**config.mk**
```make
export PLATFORM = sky130hd
export DESIGN_NAME = fft_frame_sequencer
export DESIGN_NICKNAME = d
export VERILOG_FILES = /design/src/rtl/fft_frame_sequencer.sv
export SDC_FILE = /design/constraint.sdc
export NUM_CORES = 1
export LEC_CHECK = 0
export ABC_AREA = 1
export BUFFER_PORTS_ARGS = -buffer_cell sky130_fd_sc_hd__clkbuf_2
export CORE_ASPECT_RATIO = 0.5
export CORE_MARGIN = 5
export CORE_UTILIZATION = 50
export CTS_BUF_LIST = sky130_fd_sc_hd__clkbuf_4 sky130_fd_sc_hd__clkbuf_8
export DETAILED_ROUTE_END_ITERATION = 8
export HOLD_SLACK_MARGIN = 0.12
export PLACE_DENSITY = 0.86
export SETUP_SLACK_MARGIN = 0.2
export SLEW_MARGIN = 40
export SYNTH_ARGS = -nofsm -noshare
export SYNTH_HDL_FRONTEND = slang
export SYNTH_SLANG_ARGS = --single-unit
```
**constraint.sdc**
```tcl
create_clock -name clk -period 15.1 [get_ports clk]
set_input_delay 1.51 -clock clk [delete_from_list [all_inputs] [get_ports clk]]
set_output_delay 1.51 -clock clk [all_outputs]
set_load 0.01 [all_outputs]
```
**src/rtl/fft_frame_sequencer.sv**
```systemverilog
// Frame sequencer for an 8-point FFT datapath: loads samples in bit-reversed slot order,
// holds the datapath input for LAT+1 cycles, then drains captured results in natural order.
module fft_frame_sequencer #(
  parameter int N   = 3,
  parameter int LAT = 3
) (
  input  logic              clk,
  input  logic              rst,
  input  logic              abort_i,
  input  logic              in_valid_i,
  output logic              in_ready_o,
  input  logic [2**N-1:0]   in_r_i,
  input  logic [2**N-1:0]   in_i_i,
  output logic [8*2**N-1:0] dp_in_r_o,
  output logic [8*2**N-1:0] dp_in_i_o,
  input  logic [8*2**N-1:0] dp_out_r_i,
  input  logic [8*2**N-1:0] dp_out_i_i,
  output logic              out_valid_o,
  input  logic              out_ready_i,
  output logic [2**N-1:0]   out_r_o,
  output logic [2**N-1:0]   out_i_o,
  output logic              out_last_o,
  output logic              busy_o
);
  localparam int         W     = 2**N;
  localparam logic [3:0] LAT_C = 4'(LAT);

  typedef enum logic [1:0] {S_LOAD = 2'd0, S_RUN = 2'd1, S_DRAIN = 2'd2} state_e;

  state_e         state_q, state_d;
  logic [2:0]     ld_cnt_q, ld_cnt_d;
  logic [2:0]     idx_q, idx_d;
  logic [3:0]     run_cnt_q, run_cnt_d;
  logic [8*W-1:0] dp_r_q, dp_r_d, dp_i_q, dp_i_d;
  logic [8*W-1:0] buf_r_q, buf_r_d, buf_i_q, buf_i_d;
  logic           in_hs, out_hs, capture;
  logic [2:0]     slot;

  // abort wins over any handshake in the same cycle
  assign in_hs   = in_valid_i && in_ready_o && !abort_i;
  assign out_hs  = out_valid_o && out_ready_i && !abort_i;
  assign capture = (state_q == S_RUN) && (run_cnt_q == LAT_C) && !abort_i;
  assign slot    = {ld_cnt_q[0], ld_cnt_q[1], ld_cnt_q[2]};

  always_ff @(posedge clk or posedge rst) begin
    if (rst) state_q <= S_LOAD;
    else     state_q <= state_d;
  end

  always_comb begin
    state_d = state_q;
    case (state_q)
      S_LOAD:  if (in_hs && ld_cnt_q == 3'd7) state_d = S_RUN;
      S_RUN:   if (capture) state_d = S_DRAIN;
      S_DRAIN: if (out_hs && idx_q == 3'd7) state_d = S_LOAD;
      default: state_d = S_LOAD;
    endcase
    if (abort_i) state_d = S_LOAD;
  end

  always_comb begin
    in_ready_o  = (state_q == S_LOAD) && !rst;
    out_valid_o = (state_q == S_DRAIN);
    out_last_o  = (state_q == S_DRAIN) && (idx_q == 3'd7);
    busy_o      = (state_q != S_LOAD) || (ld_cnt_q != 3'd0);
    out_r_o     = '0;
    out_i_o     = '0;
    if (state_q == S_DRAIN) begin
      out_r_o = buf_r_q[int'(idx_q)*W +: W];
      out_i_o = buf_i_q[int'(idx_q)*W +: W];
    end
  end

  // counters and data storage; dp_in survives an abort and is simply overwritten later
  always_comb begin
    ld_cnt_d  = ld_cnt_q;
    idx_d     = idx_q;
    run_cnt_d = '0;
    dp_r_d    = dp_r_q;
    dp_i_d    = dp_i_q;
    buf_r_d   = buf_r_q;
    buf_i_d   = buf_i_q;
    if (in_hs) begin
      ld_cnt_d = ld_cnt_q + 3'd1;
      dp_r_d[int'(slot)*W +: W] = in_r_i;
      dp_i_d[int'(slot)*W +: W] = in_i_i;
    end
    if (state_q == S_RUN && !capture) run_cnt_d = run_cnt_q + 4'd1;
    if (capture) begin
      buf_r_d = dp_out_r_i;
      buf_i_d = dp_out_i_i;
    end
    if (out_hs) idx_d = idx_q + 3'd1;
    if (abort_i) begin
      ld_cnt_d  = '0;
      run_cnt_d = '0;
      idx_d     = '0;
    end
  end

  always_ff @(posedge clk or posedge rst) begin
    if (rst) begin
      ld_cnt_q  <= '0;
      idx_q     <= '0;
      run_cnt_q <= '0;
      dp_r_q    <= '0;
      dp_i_q    <= '0;
      buf_r_q   <= '0;
      buf_i_q   <= '0;
    end else begin
      ld_cnt_q  <= ld_cnt_d;
      idx_q     <= idx_d;
      run_cnt_q <= run_cnt_d;
      dp_r_q    <= dp_r_d;
      dp_i_q    <= dp_i_d;
      buf_r_q   <= buf_r_d;
      buf_i_q   <= buf_i_d;
    end
  end

  assign dp_in_r_o = dp_r_q;
  assign dp_in_i_o = dp_i_q;

endmodule

```
Word level (Yosys, flattened, before mapping)
Index checks and enable logic that the tools add are counted.
Widths: inputs -> output; s select.

storage, ports and cells
  flip-flop bits (word level) = 268
  input port bits = 149
  output and inout bits = 148
  word-level logic and storage cells = 61

cells by class
  $add $sub $neg = 4
  equality and inequality tests = 8
  shift-type cells = 5
  muxes and demuxes = 15
  reduce and logical (&&, ||, !) cells = 21

operators with widths
  operator                 number
  $bwmux 64                2
  $shiftx 64x7->8          2
  $shiftx 8x33->64         2
  $shift 8x33->64 const A  1
  $neg 6->33               1
  $mux 8                   2
  $mux 3                   4
  $logic_and 1x1->1        11
  $mux 2                   4
  $mux 4                   2
  $add 3x1->3 const B      2
  $eq 3x3->1 const B       2
  $ne 3x3->1 const B       2
  $pmux 2 s3               1
  $reduce_bool 2->1        3
  $add 4x1->4 const B      1
  $eq 4x2->1 const B       1
  $logic_not 1->1          3
  $ne 3x2->1 const B       1
  $reduce_and 3->1         1
  $reduce_bool 3->1        1
  $eq 2x1->1 const B       1
  $eq 2x2->1 const B       1
  $logic_not 2->1          1
  $logic_or 1x1->1         1

Depth between registers and ports, before layout
Gate-level depths: netlist of run 1.

  depth in word-level cells = 8
  gate-level depth with buffers = 11
  gate-level depth less buffers = 9

Worst setup path after synthesis of run 1
Ideal clock, no wire load.

  path kind = input-to-reg
  start point = input port rst
  end point = register dp_i_q[40], in the netlist dp_in_i_o[40]
  library setup time = 0.118 ns
  arrival time = 8.956 ns
  slack = 6.026 ns
  cell stages on the path = 7
  buffers on the path = 1
  cells stage by stage = inv_1 > nand4_2 > nor2_4 > inv_2 > buf_2 > nand2_1 > nand2_1

between the ends
  word-level cells in the longest chain between the ends = 4

RTL lines
  element                         RTL line  source
  start: declaration              8         input logic rst,
  $logic_not 1->1 (no line)       --
  $logic_and 1x1->1               62        in_ready_o = (state_q == S_LOAD) && !rst;
  $logic_and 1x1->1 (2 in a row)  40        assign in_hs = in_valid_i && in_ready_o && !abort_i;
  end signal: assignment          115       dp_i_q <= dp_i_d;
  end: declaration                34        logic [8*W-1:0] dp_r_q, dp_r_d, dp_i_q, dp_i_d;

No other way between the ends.
A chain may end at the register's enable or synchronous reset.

Final worst setup path of run 1
  start point = register idx_q[0]
  end point = output port out_i_o[3]

between the ends
  word-level cells in the longest chain between the ends = 2

RTL lines
  element                   RTL line  source
  start: declaration        32        logic [2:0] idx_q, idx_d;
  start signal: assignment  112       idx_q <= idx_d;
  $shiftx 64x7->8           70        out_i_o = buf_i_q[int'(idx_q)*W +: W];
  $mux 8                    68        if (state_q == S_DRAIN) begin
  end: declaration          21        output logic [2**N-1:0] out_i_o,

No other way between the ends.

==> flow_summary.ini, run 1 <==
[run_status]
status = finished clean

[cts]
postCtsSetupRepairBufs = 0
cts_hold_buf = 0
clk_pin_slew_ps = 70
clk_latency_ps = 540
ctsResizeCount = 0
clock-sinks = 268
numCtsBuffers = 38
clk_path_buf_depth = 3
htreeDepth = 2
cts_tree = yes
cts-root-buf = clkbuf_8

[global_route]
grt_max_degree = 145
global_route.usage.total_pct = 25.7
grt_pass1_wl_um = 57800
grt_pass1_vias = 11111
antenna_found_initial = 1
overflow = 0

[critical_path]
critPathMaxStageDelay_ps = 510
rr_worst_depth = 9
crit_fanout = 81
crit_top_cell = nor2_1
timing.rr.start = ld_cnt_q[2]
crit_chain = buf_6 > nor2_1 > nor2_1 > nand2_1 > nand3_1 > nand2_1 > nor2_1 > clkbuf_2
reg2reg_slack_ps = 11870
endpoint_kind = output port
reg2reg_to = dp_in_r_o[2]
worstSetupPathType = reg -> out
startpoint_type = register
crit_start = idx_q[0]
cp_data_arrival_time_ps = 2240
crit_end = out_i_o[3]
crit_path_top_delay_cell = buf_6
worstPathRequired_ps = 13590

[finish]
areaGrowthSynthToFinish_pct = 19.3
finalInstanceArea_um2 = 14700
fin_cells = 2187
nNetsFinal = 1987
drive_above_1_share_pct = 21.4

[worst_hold_path]
hold_path.class = reg -> reg

[drt]
drtIter0Drc = 1029
num_vias = 11461
viasPerCell = 5.24
postRouteAntennaNets = 0
wl_um = 36700
drc = 0
wire_per_inst_um = 16.8
firstDrtPassIters = 5

[sta]
period_minus_slack_ps = 3750
skew_ps = 20.2
hold_ws_ps = 463
fin_crit_sh_pct = 24.8
fin_tns_setup_ps = 0
worst_pin_slew_ps = 808
setup_viol = 0
rsz0062_at_grt = false
hold_viol_final = 0
max_freq_mhz = 267
drv_slew = 0
max_slew_margin_pct = 46.1

[place]
dpl-instance-area_um2 = 13900
port_buffers = 296
dp.cells = 2123
dp_hpwl_um = 25600
gp_congestion = 0.875

[yosys]
synthTopCellsByCount = nand2_1, dfrtp_1, nor2_1
synth_top_cell_by_area = dfrtp_1
synthesis.nets = 1734
synth-main-ff-cell = dfrtp_1
yosysWarnings = 0
syn_avg_cell_area_um2 = 7.83
netlist_area_um2 = 12300
syn-instance-count = 1574
synth_edf_count = 0
synth_most_common_cell = nand2_1
synth_top_area_share_pct = 54.4
synth_seq_cells = 268
synthDistinctLibCells = 28
async_reset_ff_share_pct = 100
synthTopCellsByArea = dfrtp_1, nand2_1, nor2_1, nand3_1, a21oi_1
synth-seq-area-share_pct = 54.4

[pwr]
power_density_nw_per_um2 = 97.7
power.leakage_uw = 0.00834
ir_drop_mv = 0.0520

[floorplan]
die_w_um = 232
die_area_um2 = 28100
rows = 40
initial_core_util_pct = 51.1
io_pins = 297
die_h_um = 121
core-area_um2 = 24100

[run]
drv_cap = 0
-- cells in the final DEF (no fill, tap or decap), types with 2 or more instances in the layout --
master	synthesis	routed
nand2_1	495	495
nor2_1	209	207
nand3_1	134	134
inv_1	122	121
clkbuf_2	0	296
buf_6	1	3
nor4_1	9	9
dfrtp_1	268	266
nand2_2	3	2
dfrtp_2	0	2
nor2_2	5	7
clkbuf_4	0	17
clkbuf_8	0	44
o21ai_0	88	88
nand3_2	3	3
buf_4	3	6
clkinv_1	3	2
ha_1	11	11
inv_2	5	5
a21oi_1	104	104
nor2_4	3	3
nand4_1	13	13
-- area by class of cell --
class / instances / area (µm²)
antenna: 1 / 2.50
clock buffer: 61 / 733
clock inverter: 2 / 12.5
fill: 2174 / 9420
inverter: 130 / 503
multi-input combinational: 1084 / 4770
sequential: 268 / 6710
tap: 336 / 420
timing repair buffer: 305 / 1560
-- worst min-delay path by stage --
stage / start / endpoint / slack, ps / depth (start not counted)
5_1_grt: buf_i_q[37] / buf_i_q[37] / 490 / 2
3_3_place_gp: run_cnt_q[0] / run_cnt_q[0] / 450 / 1
6_report: run_cnt_q[0] / run_cnt_q[0] / 460 / 1
4_1_cts: run_cnt_q[0] / run_cnt_q[0] / 460 / 1
3_5_place_dp: run_cnt_q[0] / run_cnt_q[0] / 450 / 1
2_1_floorplan: run_cnt_q[0] / run_cnt_q[0] / 430 / 1
-- kinds of logic after synthesis --
logic type / count (synthesis) / synth area share [%]
buf+inv: 222 / 7.20
fa+ha+maj: 11 / 1.12
xor+xnor: 2 / 0.142
compound gates: 192 / 7.80
flops: 268 / 54.4
simple gates: 879 / 29.3
-- power by group --
part | switching, µW | total, µW | internal [µW]
registers | 12.1 | 749 | 737
clock network | 274 | 580 | 306
logic | 71.2 | 108 | 36.8
-- metrics by stage --
step                worst slack [ps]  utilization, %  power (µW)
floorplan                       6030               -         813
global placement               11420            57.8         867
detailed placement             11330            57.8         870
CTS                            11070            60.9        1440
global route                   11150            61.0        1490
finish                         11350            61.0        1440
-- worst max-delay path: cells and delay by family, from the launching register on --
family / cells / cell delay [ps]
DFF: 1 / 390
buffers and inverters: 2 / 660
and+or+nand+nor: 6 / 660
-- registers in the layout, indices dropped and copies added, names as in the netlist --
| name | flops |
|---|---|
| state_q | 2 |
| buf_i_q | 64 |
| run_cnt_q | 4 |
| ld_cnt_q | 3 |
| dp_in_r_o | 64 |
| dp_in_i_o | 64 |
| idx_q | 3 |
| buf_r_q | 64 |
-- routing by layer --
layer  global-route usage [%]  vias up  routed length, µm
met2                     42.7      491              17700
li1                         -     5447                  -
met3                     7.15      101               3220
met5                        0        -                 11
met1                     32.3     5420              14500
met4                     9.85        2               1380
Power figures use the tool's default switching activity.
==> run 2: changes to the inputs <==
clock period = 3.9 ns   (was 15.1 ns; I/O delays follow)
==> run 2 against run 1 <==
Cell count increased by 6.6%. Core utilization grew 6.4 points. Global-route usage increased by 3.3 points. Via count up 10%. Critical path type unchanged.
==> flow_summary.ini, run 2 (synthesis gave the netlist of run 1 again) <==
[pwr]
swShare_pct = 25.3
ir_drop_mv = 0.215
power.leakage_uw = 0.00899
clock_power_share_pct = 42.0
combinationalPowerShare_pct = 9.4
intPower_uw = 4460
power_frac_seq_pct = 48.7
p_sw_uw = 1510
power_density_nw_per_um2 = 368

[critical_path]
crit_family = buffers and inverters
path_buf_inv = 2
startpoint_type = register
endpoint_kind = output port
crit_chain = buf_4 > nor2_1 > nor2_1 > nand2_1 > nand3_1 > nand2_1 > nor2_1 > clkbuf_2
crit_start = idx_q[0]
worstPathRequired_ps = 3510
critPathMaxStageDelay_ps = 740
cp_data_arrival_time_ps = 2720
crit_top_cell = nor2_1
timing.rr.start = ld_cnt_q[2]
worstSetupPathType = reg -> out
crit_path_top_delay_cell = dfrtp_2
crit_fanout = 54

[global_route]
overflow = 0
antenna_found_initial = 2
global_route.usage.total_pct = 29.0
grt_pass1_wl_um = 65500
grt_max_degree = 126
grt_pass1_vias = 12415

[finish]
drive_above_1_share_pct = 20.9
areaGrowthSynthToFinish_pct = 31.8
multiInputGateArea_um2 = 4830
layout_commonest_cell = nand2_1
num-fill-cells = 1875
layout.cells.most_common_list = nand2_1, clkbuf_2, dfrtp_1
fin_cells = 2331
regArea_um2 = 6710
nNetsFinal = 2123

[cts]
numCtsBuffers = 39
clk_pin_slew_ps = 60
cts-root-buf = clkbuf_8
clock-sinks = 268
htreeDepth = 2
postCtsSetupRepairBufs = 0
cts_tree = yes
clk_path_buf_depth = 3
ctsResizeCount = 0
cts_hold_buf = 129
clk_latency_ps = 540

[place]
dp_hpwl_um = 25400
dpl_worst_slack_ps = 942
gp_congestion = 0.950
dp.cells = 2128
port_buffers = 296

[sta]
rsz0062_at_grt = false
fin_ws_ps = 785
fin_crit_sh_pct = 79.9
hold_viol_final = 0
worst_pin_slew_ps = 696
setup_viol = 0
drv_slew = 0
skew_ps = 23.1
period_minus_slack_ps = 3110
hold_ws_ps = 115
max_freq_mhz = 321
max_slew_margin_pct = 53.6

[drt]
num_vias = 12634
wl_um = 41800
drtIter0Drc = 1399
postRouteAntennaNets = 0
wire_per_inst_um = 17.9
viasPerCell = 5.42
firstDrtPassIters = 6
drc = 0

[floorplan]
initial_core_util_pct = 51.1
io_pins = 297
die_h_um = 121
core-area_um2 = 24100
die_w_um = 232
rows = 40
die_area_um2 = 28100

[worst_hold_path]
hold_path.class = in -> async

[run]
drv_cap = 0

[run_status]
status = finished clean
-- run 2: worst paths after layout --
check / cells past startpoint / slack [ps] / to
max: 8 / 790 / out_i_o[1]
min: 3 / 120 / state_q[1]
max reg2reg: 8 / 840 / dp_in_r_o[58]
min reg2reg: 1 / 460 / run_cnt_q[0]
max in group asynchronous: 4 / 2690 / buf_r_q[38]
min in group clk: 3 / 150 / dp_in_i_o[34]
-- run 2: cell type report --
| type | count | area share (%) |
|---|---|---|
| antenna | 3 | 0.0462 |
| clock buffer | 63 | 4.91 |
| clock inverter | 7 | 0.431 |
| inverter | 130 | 3.05 |
| multi-input combinational | 1084 | 29.7 |
| sequential | 268 | 41.3 |
| tap | 336 | 2.59 |
| timing repair buffer | 440 | 18.0 |
-- run 2: stage by stage --
step                TNS [ps]  utilization, %  instance area (µm²)  power [µW]
floorplan            -256060               -                12400        3160
global placement           0            58.3                14100        3390
detailed placement         0            58.3                14100        3400
CTS                        0            67.3                16200        5970
global route               0            67.3                16200        6190
finish                     0            67.4                16200        5970
-- run 2: metal layers --
| layer | vias to the layer above | GRT usage, % | wire length (µm) |
|---|---|---|---|
| met4 | 0 | 16.8 | 2800 |
| met5 | - | 0 | 0 |
| met3 | 245 | 6.55 | 3330 |
| met2 | 777 | 47.1 | 19900 |
| met1 | 5877 | 36.0 | 15700 |
| li1 | 5735 | - | - |
-- run 2: worst reg2reg max path: cells and delay by family (launching register included) --
family / cells / cell delay [ps]
buf+inv: 2 / 460
flops: 1 / 690
simple gates: 4 / 1280
fa+ha+maj: 2 / 560
-- run 2: power by group through the flow --
stage               clock [µW]  sequential [µW]  combinational (µW)
global placement             0             2960                 431
global route              2670             2910                 612
floorplan                    0             2980                 181
detailed placement           0             2960                 443
finish                    2510             2910                 561
CTS                       2520             2910                 545
==> run 3: changes to the inputs <==
ABC_AREA = 0   (was 1)
PLACE_DENSITY = 0.87   (was 0.86)
clock period = 2.9 ns   (was 3.9 ns; I/O delays follow)
==> run 3 against run 2 <==
Register-to-register slack got worse by 510 ps. Critical path depth decreased by 3. Sequential share of layout area increased by 0.97 points. Die area decreased by 5.7%. Hold slack improved by 150 ps. Clock skew hardly changed. Highest routed layer unchanged. Design area down 2.3%. Synthesized cell count shrank 53%. Worst setup slack worse by 480 ps. Wire length fell by 17%.
==> flow_summary.ini, run 3 <==
[yosys]
synthDistinctLibCells = 37
synth-main-ff-cell = dfrtp_1
synth_top_cell_by_area = dfrtp_1
syn-instance-count = 740
synthMuxAreaShare_pct = 31.3
synthTopCellsByArea = dfrtp_1, mux2_2, mux4_2, and2_1, a22o_1
synth_seq_cells = 268
async_reset_ff_share_pct = 100
synthTopCellsByCount = dfrtp_1, mux2_2, and2_1
synth-compound-area-share_pct = 1.51
syn_avg_cell_area_um2 = 15.7
yosys.area_share.simple_pct = 5.63
synthesis.nets = 900
synth_top_family_by_area = multiplexers
synth_xor_area_share_pct = 0.302
yosysWarnings = 0
synth_edf_count = 0
netlist_area_um2 = 11600
synth-seq-area-share_pct = 57.9
synth_adder_area_share_pct = 1.19
synth_top_area_share_pct = 57.9
synth_most_common_cell = dfrtp_1

[drt]
firstDrtPassIters = 4
drtIter0Drc = 530
drc = 0
wire_per_inst_um = 22.4
wl_um = 34600
num_vias = 8306
viasPerCell = 5.39
postRouteAntennaNets = 0

[cts]
clock-sinks = 268
cts-root-buf = clkbuf_8
htreeDepth = 2
cts_tree = yes
clk_pin_slew_ps = 70
clk_latency_ps = 550
clk_path_buf_depth = 3
numCtsBuffers = 40

[place]
gp_congestion = 0.801
dp.cells = 1318
port_buffers = 296
dpl-instance-area_um2 = 13500
dp_hpwl_um = 21100

[critical_path]
rr_worst_depth = 6
worstPathRequired_ps = 2610
reg2reg_to = dp_in_r_o[6]
endpoint_kind = output port
timing.rr.start = ld_cnt_q[1]
cp_data_arrival_time_ps = 2300
worstSetupPathType = reg -> out
crit_fanout = 16
reg2reg_slack_ps = 330
crit_end = out_r_o[1]
crit_start = state_q[0]
crit_chain = and2b_1 > nor2b_2 > buf_4 > a22o_1 > clkbuf_2
critPathMaxStageDelay_ps = 530
crit_path_top_delay_cell = dfrtp_1
startpoint_type = register

[sta]
skew_ps = 23.3
drv_slew = 0
hold_viol_final = 0
worst_pin_slew_ps = 701
fin_tns_setup_ps = 0
setup_viol = 0
rsz0062_at_grt = true
max_slew_margin_pct = 53.2
max_freq_mhz = 386
fin_crit_sh_pct = 89.4
period_minus_slack_ps = 2590

[pwr]
combinationalPowerShare_pct = 9.1
intPower_uw = 6000
clock_power_share_pct = 41.6
ir_drop_mv = 0.406
power.total_uw = 7920
swShare_pct = 24.3
p_sw_uw = 1920
power_density_nw_per_um2 = 499
power_frac_seq_pct = 49.2
power.leakage_uw = 0.00838

[finish]
layout_commonest_cell = clkbuf_2
layout.cells.most_common_list = clkbuf_2, dfrtp_1, mux2_2
multiInputGateArea_um2 = 4660
areaGrowthSynthToFinish_pct = 37.1
finalInstanceArea_um2 = 15900
nNetsFinal = 1362
final_core_util_pct = 69.7
fin_cells = 1541
regArea_um2 = 6710
drive_above_1_share_pct = 56.1
num-fill-cells = 1459

[worst_hold_path]
hold_depth = 4
hold_path.class = in -> reg

[global_route]
overflow = 0
antenna_found_initial = 3
global_route.usage.total_pct = 26.2
grt_max_degree = 50
grt_pass1_vias = 9601
grt_pass1_wl_um = 54800

[floorplan]
rows = 39
die_w_um = 225
die_h_um = 118
die_area_um2 = 26500
initial_core_util_pct = 50.8
core-area_um2 = 22800
io_pins = 297

[run_status]
status = finished clean

[run]
drv_cap = 0
## run 3: through the flow
stage	hold slack (ps)	worst slack [ps]
CTS	221	284
finish	262	309
floorplan	433	-929
global placement	445	487
global route	250	190
detailed placement	472	363
## run 3: critical path, delay by kind of cell (launching register included)
| family | cells | cell delay (ps) |
|---|---|---|
| and+or+nand+nor | 2 | 570 |
| buffers and inverters | 2 | 420 |
| DFF | 1 | 530 |
| AOI/OAI and AO/OA | 1 | 220 |
## run 3: final cells by class
cell class	count	share of cell area [%]
tap	307	2.42
clock buffer	64	4.88
clock inverter	7	0.418
timing repair buffer	465	20.5
multi-input combinational	422	29.4
inverter	5	0.142
sequential	268	42.2
antenna	3	0.0473
## run 3: power groups by stage
stage / registers [µW] / clock network, µW / logic, µW
after floorplan: 4000 / 0 / 191
after global placement: 3950 / 0 / 517
after detailed placement: 3960 / 0 / 544
after CTS: 3900 / 3320 / 707
after global routing: 3900 / 3570 / 777
final: 3900 / 3300 / 724
## run 3: per-layer routing
layer | vias to the layer above | part of all wire [%] | track usage, %
met1 | 4257 | 38 | 31.6
met3 | 95 | 6.0 | 6.28
met2 | 327 | 53 | 46.3
met5 | - | 0 | 0
met4 | 0 | 3.4 | 8.80
li1 | 3627 | - | -
## run 3: timing repair
action,4_1_cts,5_1_grt
gates resized for setup,1,1
hold buffers,148,0
hold endpoints to repair,187,0
buffers inserted,0,0
setup endpoints to repair,16,16
## run 3: logic make-up after synthesis
group	Yosys count
AOI/OAI and AO/OA	22
buffers and inverters	50
DFF	268
adders and majority gates	11
xor gates and xnor gates	4
muxes	290
and+or+nand+nor	95
## run 3: worst min path at each step
| stage | startpoint | endpoint | slack (ps) |
|---|---|---|---|
| CTS | in_valid_i | ld_cnt_q[0] | 220 |
| finish | in_valid_i | ld_cnt_q[0] | 260 |
| global route | in_valid_i | ld_cnt_q[0] | 250 |
| detailed placement | run_cnt_q[0] | run_cnt_q[0] | 470 |
| floorplan | run_cnt_q[0] | run_cnt_q[0] | 430 |
| global placement | run_cnt_q[0] | run_cnt_q[0] | 450 |
